[config.mk]
export PLATFORM = sky130hd
export DESIGN_NAME = m_sd_block_receiver
export DESIGN_NICKNAME = d
export VERILOG_FILES = /design/src/rtl/sd_pkg.sv /design/src/rtl/m_crc16_serial.sv /design/src/rtl/m_sd_block_receiver.sv
export SDC_FILE = /design/constraint.sdc
export NUM_CORES = 1
export LEC_CHECK = 0
export ABC_AREA = 1
export CAP_MARGIN = 20
export CORE_MARGIN = 3
export CORE_UTILIZATION = 25
export CTS_CLUSTER_SIZE = 24
export DETAILED_ROUTE_END_ITERATION = 8
export SETUP_SLACK_MARGIN = 0.02
export SYNTH_ARGS = -nofsm -noshare
export SYNTH_HDL_FRONTEND = slang
export SYNTH_SLANG_ARGS = --single-unit
[constraint.sdc]
create_clock -name clk -period 4 [get_ports clk]
set_input_delay 0.6 -clock clk [delete_from_list [all_inputs] [get_ports clk]]
set_output_delay 0.6 -clock clk [all_outputs]
set_load 0.005 [all_outputs]
[src/rtl/sd_pkg.sv]
// Shared types and constants for the SD 4-bit data-block receiver.
package sd_pkg;

  typedef enum logic [2:0] {
    IDLE,
    WAIT_START,
    DATA,
    CRC,
    END_BIT,
    DONE
  } state_t;

  localparam logic [15:0] CRC16_POLY = 16'h1021;
  localparam logic [3:0]  START_BITS = 4'b0000;
  localparam logic [3:0]  END_BITS   = 4'b1111;

  // One serial CRC16 step: shift left, fold the polynomial in when the
  // outgoing MSB differs from the incoming bit.
  function automatic logic [15:0] crc16_step(input logic [15:0] crc, input logic bit_in);
    logic fb;
    fb = crc[15] ^ bit_in;
    return {crc[14:0], 1'b0} ^ (fb ? CRC16_POLY : 16'h0000);
  endfunction

endpackage

[src/rtl/m_crc16_serial.sv]
// Bit-serial CRC16 (poly 0x1021, init 0) for a single SD DAT line.
module m_crc16_serial
  import sd_pkg::*;
(
  input  logic        clk,
  input  logic        rst_n,
  input  logic        clr,
  input  logic        en,
  input  logic        bit_in,
  output logic [15:0] crc
);

  // NOTE: sequential state is assigned with <= so every register sees
  // pre-edge values, independent of block evaluation order.
  always_ff @(posedge clk or negedge rst_n) begin
    if (!rst_n)   crc <= '0;
    else if (clr) crc <= '0;
    else if (en)  crc <= crc16_step(crc, bit_in);
  end

endmodule

[src/rtl/m_sd_block_receiver.sv]
// Receives one SD 4-bit data block, packs bytes into 32-bit buffer writes
// and checks the per-line CRC16 and end bit.
module m_sd_block_receiver
  import sd_pkg::*;
#(
  parameter int ADDR_LEN        = 9,
  parameter int BLOCK_BYTES     = 512,
  parameter int TIMEOUT_STROBES = 65535
) (
  input  logic              clk,
  input  logic              rst_n,
  input  logic              sd_clk_en,
  input  logic [3:0]        dat_in,
  input  logic              start,
  input  logic [ADDR_LEN:0] base_addr,
  output logic              buf_we,
  output logic [ADDR_LEN:0] buf_write_addr,
  output logic [31:0]       buf_write_data,
  output logic              busy,
  output logic              done,
  output logic              crc_err,
  output logic              timeout_err
);

  localparam int NIBBLES = BLOCK_BYTES * 2;
  localparam int NW      = $clog2(NIBBLES);
  localparam int TW      = $clog2(TIMEOUT_STROBES + 1);

  localparam logic [NW-1:0]     LAST_NIBBLE = NW'(NIBBLES - 1);
  localparam logic [TW-1:0]     LAST_WAIT   = TW'(TIMEOUT_STROBES - 1);
  localparam logic [ADDR_LEN:0] WORD_STEP   = (ADDR_LEN + 1)'(4);

  state_t            state;
  logic [NW-1:0]     nib_cnt;
  logic [3:0]        bit_cnt;
  logic [TW-1:0]     to_cnt;
  logic [31:0]       word;
  logic [31:0]       word_next;
  logic [ADDR_LEN:0] word_addr;
  logic              crc_bad;
  logic [15:0]       crc_val [4];
  logic [3:0]        crc_bit;
  logic              accept;
  logic              data_en;

  assign accept  = (state == IDLE) && start;
  assign data_en = (state == DATA) && sd_clk_en;

  for (genvar l = 0; l < 4; l++) begin : g_crc
    m_crc16_serial u_crc (
      .clk    (clk),
      .rst_n  (rst_n),
      .clr    (accept),
      .en     (data_en),
      .bit_in (dat_in[l]),
      .crc    (crc_val[l])
    );
  end

  // First nibble of a byte lands in [7:4]; byte k of the word in [8k+7:8k].
  always_comb begin
    word_next = word;
    word_next[{nib_cnt[2:1], ~nib_cnt[0], 2'b00} +: 4] = dat_in;
  end

  // Received CRC arrives MSB first, so bit_cnt i selects crc bit 15-i.
  always_comb begin
    crc_bit = '0;
    for (int l = 0; l < 4; l++) crc_bit[l] = crc_val[l][~bit_cnt];
  end

  always_ff @(posedge clk or negedge rst_n) begin
    if (!rst_n) begin
      state          <= IDLE;
      nib_cnt        <= '0;
      bit_cnt        <= '0;
      to_cnt         <= '0;
      word           <= '0;
      word_addr      <= '0;
      crc_bad        <= 1'b0;
      buf_we         <= 1'b0;
      buf_write_addr <= '0;
      buf_write_data <= '0;
      busy           <= 1'b0;
      done           <= 1'b0;
      crc_err        <= 1'b0;
      timeout_err    <= 1'b0;
    end else begin
      // NOTE: strobes default low every cycle, so a single assignment
      // below yields exactly a one-clk pulse.
      buf_we <= 1'b0;
      done   <= 1'b0;
      case (state)
        IDLE: begin
          if (start) begin
            state       <= WAIT_START;
            busy        <= 1'b1;
            crc_err     <= 1'b0;
            timeout_err <= 1'b0;
            word_addr   <= base_addr;
            nib_cnt     <= '0;
            bit_cnt     <= '0;
            to_cnt      <= '0;
            crc_bad     <= 1'b0;
          end
        end
        WAIT_START: begin
          if (sd_clk_en) begin
            if (dat_in == START_BITS) begin
              state <= DATA;
            end else if (to_cnt == LAST_WAIT) begin
              timeout_err <= 1'b1;
              busy        <= 1'b0;
              state       <= IDLE;
            end else begin
              to_cnt <= to_cnt + 1'b1;
            end
          end
        end
        DATA: begin
          if (sd_clk_en) begin
            word    <= word_next;
            nib_cnt <= nib_cnt + 1'b1;
            if (nib_cnt[2:0] == 3'd7) begin
              buf_we         <= 1'b1;
              buf_write_data <= word_next;
              buf_write_addr <= word_addr;
              word_addr      <= word_addr + WORD_STEP;
            end
            if (nib_cnt == LAST_NIBBLE) state <= CRC;
          end
        end
        CRC: begin
          if (sd_clk_en) begin
            if (dat_in != crc_bit) crc_bad <= 1'b1;
            bit_cnt <= bit_cnt + 1'b1;
            if (bit_cnt == 4'd15) state <= END_BIT;
          end
        end
        END_BIT: begin
          if (sd_clk_en) begin
            crc_err <= crc_bad || (dat_in != END_BITS);
            done    <= 1'b1;
            state   <= DONE;
          end
        end
        DONE: begin
          busy  <= 1'b0;
          state <= IDLE;
        end
        default: state <= IDLE;
      endcase
    end
  end

endmodule

==> reports/results.txt <==
Worst Tran Pin Value: 907.3 ps
Top cell type's share of synthesized area: 51.51%
Vias in the first global route: 7062
Clk pwr share: 30.4%
Max-slew violations: 0
Worst setup margin: 1544 ps
Root buf cell: clkbuf_16
EDFF count, synth: 0
Net Switching: 2001 uW
CP Class: reg -> reg
Max_cap viols: 0
Share of layout cells above drive strength 1: 7.284%
Final setup fails: 0
Setup Skew: 11.37 ps
# resized after CTS: 0
Startpoint Class: register
Final hold vios: 0
Total CTS buffers: 17
Num rows: 69
Synth warn: 0
VDD IR max: 0.0003199 V
Pleak: 0.004687 uW
Pre-CTS worst setup slack: 1316 ps
Setup Buffers After CTS: 0
Die Width: 196.6 microns
Fin Setup TNS: 0 ps
Remaining Overflow, GRT: 0
WL per Instance: 14.05 microns
Antenna violations before repair: 0
Post-synth cell types: 48
Worst hold path class: in -> async
Final Cycle Share: 61.40%
# nets final: 1126
Tot Pwr: 5434 uW
Hold_buf cts: 0
Synth area leaders: dfrtp_1, nand2_1, inv_1
F_max: 407.1 MHz
Antenna viol nets, final: 0
Top cells by count, synth: nand2_1, dfrtp_1, inv_1
Reg power frac: 42.3%
Required @ worst endpoint: 4320 ps
Drt total wl: 22110 microns
Internal Power: 3433 uW
Post-DP HPWL: 14870 microns
First-pass GRT wire length: 37370 microns
Worst-Skew Late Latency: 430 ps
Largest net degree at the start of global routing: 96
CTS sink cnt: 187
Async SR Flop Fraction: 100.0%
CTS tree: done
Power per Cell Area: 510.3 nW/um^2
Io pins: 65
Post-synth top flop: dfrtp_1
CP arrival: 2780 ps
GRT Resource Usage Total: 11.74%
WHS: 226.4 ps
Post-Syn Instances: 1055
Cell with the most instances after synthesis: nand2_1
H-Tree Depth: 4
First-iteration detailed-routing DRC count: 425
Initial core utilization: 25.48%
P&R area growth vs syn: 17.23%
Crit end category: register
CP Max Fanout: 46
RSZ-0062 raised after global routing: false
Pre-antenna DRT Iters: 5
Placed cell count: 1541
Slew HR: 39.51%
Vias after detailed routing: 7127
Die height: 196.6 microns
Mapped Area: 9085 sq um
Post-synthesis sequential area ratio: 51.51%
Mean Syn Cell Area: 8.611 sq um
DRC errors left: 0
Syn nets: 1082
PortBufs: 64
Minimum clock period: 2456 ps
Leading area contributor after synthesis: dfrtp_1
Flops & latches, synth: 187
Vias per inst: 4.528
Switching share of power: 36.82%
Status: complete, no violations
CTS Buffer Depth: 2
Die Area: 38660 sq um
Clk pin slew, worst setup/hold paths: 70 ps
Fillcell total: 3753
Gpl congestion: 0.8073
CORE AREA: 35660 sq um
Final non-filler cell total: 1574
Combinational power share: 27.4%
-- power groups by stage --
stage	Combinational (uW)	Sequential, uW	Clock, uW
floorplan	1190	2290	0
global placement	1470	2330	0
detailed placement	1480	2330	0
CTS	1490	2300	1690
global route	1680	2330	1770
finish	1490	2300	1650
-- cell families after synthesis --
logic type	after synthesis	share of synthesized area, %
AO/OA/AOI/OAI	263	17.06
XOR/XNOR	21	2.024
adder cells (fa/ha/maj)	9	1.240
buffers and inverters	190	9.282
flip-flops	187	51.51
AND/OR/NAND/NOR	385	18.88
-- layout by cell type, fill, tap and decap left out, types with 4 or more instances in the layout --
| cell | Yosys | final |
|---|---|---|
| nand2_1 | 240 | 240 |
| dfrtp_1 | 187 | 187 |
| inv_1 | 133 | 133 |
| o21ai_0 | 96 | 96 |
| o22ai_1 | 64 | 64 |
| clkdlybuf4s50_1 | 0 | 63 |
| nor2_1 | 47 | 47 |
| nand3_1 | 47 | 47 |
| a21oi_1 | 41 | 41 |
| o21ai_1 | 22 | 22 |
| o211ai_1 | 18 | 18 |
| clkbuf_16 | 0 | 17 |
| xor2_1 | 16 | 16 |
| nand4_1 | 11 | 11 |
| nor3_1 | 10 | 10 |
| ha_1 | 9 | 9 |
| nor2_4 | 6 | 6 |
| buf_4 | 3 | 6 |
| inv_2 | 5 | 5 |
| nand2_4 | 5 | 5 |
| xnor2_1 | 5 | 5 |
| nor4_1 | 4 | 4 |
| o31ai_1 | 4 | 4 |
| inv_8 | 0 | 4 |
-- registers in the layout, indices dropped and copies added, names as in the netlist --
name and count:
timeout_err 1, g_crc.u_crc.crc 64, bit_cnt 4, crc_err 1
word_addr 10, busy 1, nib_cnt 10, to_cnt 16
buf_write_addr 10, buf_write_data 32, word 32, buf_we 1
crc_bad 1, done 1, state 3
-- final timing paths --
path	from	to	slack (ps)	cells past startpoint
min in group clk	buf_write_addr[9]$_DFFE_PN0P_	buf_write_addr[9]$_DFFE_PN0P_	470	2
min	rst_n	buf_write_addr[5]$_DFFE_PN0P_	230	1
max	bit_cnt[0]$_DFFE_PN0P_	crc_bad$_DFFE_PN0P_	1540	12
max reg2reg	bit_cnt[0]$_DFFE_PN0P_	crc_bad$_DFFE_PN0P_	1540	12
min reg2reg	buf_write_addr[9]$_DFFE_PN0P_	buf_write_addr[9]$_DFFE_PN0P_	470	2
max in group asynchronous	rst_n	word[11]$_DFFE_PN0P_	2870	2
-- worst max-delay path, cell delays in order, from the launching register on --
cell and delay [ps]:
dfrtp_1 330, buf_4 430, inv_1 510, a21oi_1 250, o21ai_0 100, nand3_1 100
nand2_1 140, nand2_1 90, nand2_1 50, nand2_1 70, nand3_1 130, nand2_1 90
nand2_1 50
-- layout make-up --
cell class	count	area [sq um]	share of cell area [%]
clock inverter	14	132.6	1.245
timing repair buffer	71	709.4	6.661
inverter	144	548.0	5.146
clock buffer	18	439.2	4.124
sequential	187	4679	43.94
antenna	1	2.502	0.02350
multi-input combinational	678	3562	33.45
tap	461	576.8	5.416
-- layer usage --
layer	track usage, %	share of wire [%]	vias up
met5	0	0	-
met4	2.402	1.2	0
met3	2.974	4.4	18
met2	18.46	45	106
met1	16.50	49	3420
li1	-	-	3583
-- through the flow --
step	util [%]	cell area [sq um]
global route	29.86	10650
finish	29.87	10650
CTS	29.86	10650
floorplan	-	9085
global placement	28.26	10080
detailed placement	28.26	10080
(Power assumes the default switching activity.)
